==> config.mk <==
export PLATFORM = sky130hd
export DESIGN_NAME = mux4_scan_sampler
export DESIGN_NICKNAME = d
export VERILOG_FILES = /design/src/rtl/mux4_scan_sampler.sv
export SDC_FILE = /design/constraint.sdc
export NUM_CORES = 1
export LEC_CHECK = 0
export ABC_AREA = 1
export CAP_MARGIN = 10
export CORE_MARGIN = 2
export CORE_UTILIZATION = 35
export CTS_CLUSTER_DIAMETER = 120
export DETAILED_ROUTE_END_ITERATION = 16
export PLACE_DENSITY_LB_ADDON = 0.3
export RECOVER_POWER = 25
export REMOVE_ABC_BUFFERS = 1
export SLEW_MARGIN = 20
export SYNTH_ARGS = -nofsm -noshare
export SYNTH_HDL_FRONTEND = slang
export SYNTH_SLANG_ARGS = --single-unit
==> constraint.sdc <==
create_clock -name clk -period 2.4 [get_ports clk]
set_input_delay 0.48 -clock clk [delete_from_list [all_inputs] [get_ports clk]]
set_output_delay 0.48 -clock clk [all_outputs]
set_load 0.05 [all_outputs]
==> src/rtl/mux4_scan_sampler.sv <==


module mux4_scan_sampler #(
   parameter int SETTLE = 2
) (
   input  logic       clk,
   input  logic       rst,
   input  logic       start,
   input  logic       w,
   input  logic       ack,
   output logic       s0,
   output logic       s1,
   output logic [3:0] data_out,
   output logic       valid,
   output logic       busy
);

   typedef enum logic [1:0] {
      IDLE = 2'd0,
      SCAN = 2'd1,
      DONE = 2'd2
   } state_t;

   localparam logic [3:0] LAST_COUNT = 4'(SETTLE - 1);

   state_t     state;
   logic [1:0] channel;
   logic [3:0] settle_count;
   logic [3:0] cap_buf;
   logic [3:0] captured;

   // Buffer as it will look after this edge's capture, so the final channel's
   // bit lands in data_out on the same edge it is sampled.
   always_comb begin
      captured          = cap_buf;
      captured[channel] = w;
   end

   always_ff @(posedge clk) begin
      if (rst) begin
         state        <= IDLE;
         channel      <= 2'd0;
         settle_count <= 4'd0;
         cap_buf      <= 4'd0;
         data_out     <= 4'd0;
         valid        <= 1'b0;
         busy         <= 1'b0;
         s0           <= 1'b0;
         s1           <= 1'b0;
      end else begin
         case (state)
            IDLE: begin
               if (start) begin
                  state        <= SCAN;
                  channel      <= 2'd0;
                  settle_count <= 4'd0;
                  busy         <= 1'b1;
                  {s1, s0}     <= 2'd0;
               end
            end

            SCAN: begin
               if (settle_count == LAST_COUNT) begin
                  settle_count <= 4'd0;
                  cap_buf      <= captured;
                  if (channel == 2'd3) begin
                     state    <= DONE;
                     data_out <= captured;
                     valid    <= 1'b1;
                     busy     <= 1'b0;
                  end else begin
                     channel  <= channel + 2'd1;
                     {s1, s0} <= channel + 2'd1;
                  end
               end else begin
                  settle_count <= settle_count + 4'd1;
               end
            end

            DONE: begin
               // Select stays parked on channel 3 until the word is taken.
               if (ack) begin
                  valid        <= 1'b0;
                  channel      <= 2'd0;
                  settle_count <= 4'd0;
                  {s1, s0}     <= 2'd0;
                  if (start) begin
                     state <= SCAN;
                     busy  <= 1'b1;
                  end else begin
                     state <= IDLE;
                  end
               end
            end

            default: begin
               state    <= IDLE;
               channel  <= 2'd0;
               valid    <= 1'b0;
               busy     <= 1'b0;
               {s1, s0} <= 2'd0;
            end
         endcase
      end
   end

endmodule
## Word level (Yosys, flattened, before mapping)

Cells that the tools add are included.
Widths: inputs -> output; s select.

- Flip-flop bits (word level): 20
- Logic and storage cells: 67
- Bits of input ports: 5

- Equal/unequal tests: 9
- Magnitude comparators: 2
- Multiplexer cells: 34
- Bitwise operators: 1
- Add/sub/neg operators: 2
- Reductions and logical operators: 10

Operators by type and width:

| kind | count |
|---|---|
| $mux 2 | 8 |
| $mux 1 | 14 |
| $mux 4 | 3 |
| $pmux 1 s3 | 4 |
| $pmux 2 s3 | 2 |
| $pmux 4 s3 | 1 |
| $reduce_and 4->1 | 3 |
| $ne 2x2->1 const B | 5 |
| $reduce_and 3->1 | 3 |
| $add 4x1->4 const B | 1 |
| $bwmux 4 | 1 |
| $eq 2x2->1 const B | 2 |
| $eq 4x1->1 const B | 1 |
| $lt 2x3->1 const B | 1 |
| $reduce_bool 3->1 | 1 |
| $add 2x1->2 const B | 1 |
| $demux 1 s2 | 1 |
| $eq 2x1->1 const B | 1 |
| $ge 2x1->1 const B | 1 |
| $logic_not 2->1 | 1 |
| $reduce_and 2->1 | 1 |
| $logic_and 1x1->1 | 1 |
| $not 1->1 | 1 |

## Longest topological paths before layout

- Depth in word-level cells: 5
- Depth in mapped cells: 8

## Worst setup path after synthesis

OpenSTA, ideal clock, no wires.

- Kind: register -> register
- From: register channel[0]
- To: register data_out[0]
- Cell stages (with the launch flop): 7
- Arrival time: 1,421 ps
- Path buffers: 0
- Slack: 864 ps
- Cells stage by stage: dfxtp_1 -> inv_1 -> ha_1 -> o21ai_0 -> inv_1 -> o21ai_1 -> nor2_1

- Word-level cells in the longest chain between the ends: 5

Ends and longest elaborated chain:

| element | line | source |
|---|---|---|
| start, declared | 27 | `logic [1:0] channel;` |
| start signal, assigned | 72 | `channel <= channel + 2'd1;` |
| $lt 2x3->1 (implied by the code) or $ge 2x1->1 (tied branches) | 36 | `captured[channel] = w;` |
| $logic_and 1x1->1 (implied by the code) | 36 |  |
| $mux 1 (implied by the code) | 36 |  |
| $demux 1 s2 | 36 |  |
| $bwmux 4 | 36 |  |
| end signal, assigned | 68 | `data_out <= captured;` |
| end, declared | 13 | `output logic [3:0] data_out,` |

Several ways; a longest one is shown, not always the timed one.
A chain may end at the register's enable or synchronous reset.

==> run metrics <==
WL/cell 9.84 um; kind of critical path register to primary output; via count roughly 850; M1 wire length around 810 um; Seq/Total Area, Yosys roughly 37%; fill count between 200 and 300; Synth top cells by count nand2_1 (28), dfxtp_1 (18), nor2_1 (14); setup bufs post-CTS 0; ys flop type dfxtp_1; met3 wire len slightly above 60 um; hold_buf cts 0; Starting Density 35.9%; Layout area overhead 19.0%; Peak Freq just under 0.5 GHz; Cell Area, Placed 0.00113 mm2; area of the multi-input gates 505 um2; metal2 WL approximately 870 um; CTS buffer count 3; Critical Path Start channel[0]; GP Congestion between 0.7 and 0.8; CP delay by family, top buffers and inverters; die footprint roughly 0.0032 mm2; share of cells above drive strength 1 between 10% and 20%; top area cells in the synthesized netlist dfxtp_1 (37%), nand2_1 (11%), ha_1 (9.1%); clock root buffer clkbuf_4; ys async rst share 0%; Max Fanout on Critical Path 6; Max Slew Vio Count 0; Yosys reg bits 18; Layout Skew 4.25 ps; htree depth 1; pin slew with the least headroom to its limit ~500 ps; Cell Area, Synth approximately 960 um2; Lkg Pwr between 0.4 and 0.5 nW; clock sink count 18; syn_area_per_cell around 7.3 um2; Synth top area share roughly 37%; CP Launch Type register; HP Class register to register; RSZ-0062 raised after global routing no; maximum number of pins on one net before global-route repair 11; EDFF count, synth 0; Power Density between 600 and 700 mW/mm2; via density per instance 4.74; worst-skew pair later-pin latency approximately 290 ps; WHS 454 ps; clock-pin slew on the worst setup and hold paths 110 ps; Pre-Repair DR Iteration Count 4; dominant cell type by area after synthesis dfxtp_1; Worst path max stage delay around 840 ps; r2r startpoint settle_count[1]; vias in the first global route just over 800; first-pass GRT wire length between 3000 and 4000 um; 1st-iter DRT viols 11; DIE WIDTH 56.5 um; register area approximately 360 um2; Peak VDD IR ~0.38 mV; CTS tree built; Antenna Nets Post-Route 0; row count 19; # DRC 0; synth warn 0; Rel. slew slack about two thirds; final period utilization 85.2%; required time of the critical path ~1900 ps; DR top layer met4; arrival time worst endpoint approximately 1600 ps; Placeable Area around 0.0027 mm2; Design Area, Final ~0.0011 mm2; Critical Path Slowest Stage Cell clkdlybuf4s50_1; final setup violation count 0; dpl hpwl 1390 um; most common cell in the netlist nand2_1; GRT overflow 0; GR Util All Layers 12.5%; cells after synthesis about 130; CP bufs+invs 1; HP Start cap_buf[3]; ant diodes 0; Crit. End Element primary output; CTS Buffer Depth 2; worst path cell trace clkdlybuf4s50_1; Max Cap Violations 0; initial antenna violation count 0; Final #Nets 161; final hold violation count 0; Tot Pwr about 0.0007 W; routed wire length roughly 1800 um; post-synth cell types 22; setup TNS 0 ps; Period minus WS final between 2000 and 2500 ps; Die Ht 56.5 um; Ports 13; status finished, final reports clean; post_cts resized 0; IO Port Bufs 12
==> where the power goes <==
part	switching [W]	internal [W]	leakage [nW]
Clock	0.0000976	0.0000924	0.0210
Sequential	0.0000180	0.000314	0.146
Combinational	0.000111	0.0000597	0.324
==> worst reg2reg max path, stage by stage (launching register included) <==
cell	delay, ps
dfxtp_1	410
inv_1	60
ha_1	190
nand2_1	210
nand2_1	130
or2_1	240
a21oi_2	120
==> per-layer routing <==
layer / vias to the layer above / global-route usage [%]
li1: 451 / -
met1: 383 / 14.1
met2: 13 / 22.1
met3: 2 / 2.53
met4: 0 / 6.12
met5: - / 0
==> through the flow <==
stage          setup WS [ps]  cells  utilization [%]
3_5_place_dp             678    175             41.9
2_1_floorplan            864    131                -
3_3_place_gp             703    175             41.9
6_report                 356    179             42.7
4_1_cts                  332    179             43.3
5_1_grt                  280    179             42.7
==> registers in the layout (all words and copies together), names as in the netlist <==
register      count
channel           2
cap_buf           4
settle_count      4
valid             1
data_out          4
busy              1
state             2
==> path summary, 6_finish.rpt <==
path	to	cells after the start	slack, ps
worst max-delay path	s0	1	360
worst min-delay path	cap_buf[3]	2	450
worst max register to register	settle_count[1]	6	980
worst min register to register	cap_buf[3]	2	450
==> cell type report <==
| cell class | instances | area share (%) |
|---|---|---|
| inverter | 19 | 7.10 |
| timing repair buffer | 13 | 10.8 |
| clock buffer | 4 | 3.17 |
| multi-input combinational | 94 | 44.1 |
| tap | 31 | 3.38 |
| sequential | 18 | 31.4 |
==> cell families after synthesis <==
family / count (synthesis) / share of synthesized area, %
flops: 18 / 37.4
xor+xnor: 1 / 0.909
compound gates: 24 / 13.1
fa+ha+maj: 7 / 9.09
buf+inv: 20 / 8.83
simple gates: 62 / 30.7
==> layout by cell type (no fill, tap or decap), types with 2 or more instances in the layout <==
cell type / instances
nand2_1: 31
dfxtp_1: 18
nor2_1: 14
inv_1: 13
a21oi_1: 11
clkdlybuf4s50_1: 11
nand3_1: 10
ha_1: 7
o21ai_1: 6
o21ai_0: 5
inv_2: 4
clkbuf_4: 3
nand2_4: 2
clkinv_4: 2
Power figures use the tool's default switching activity.
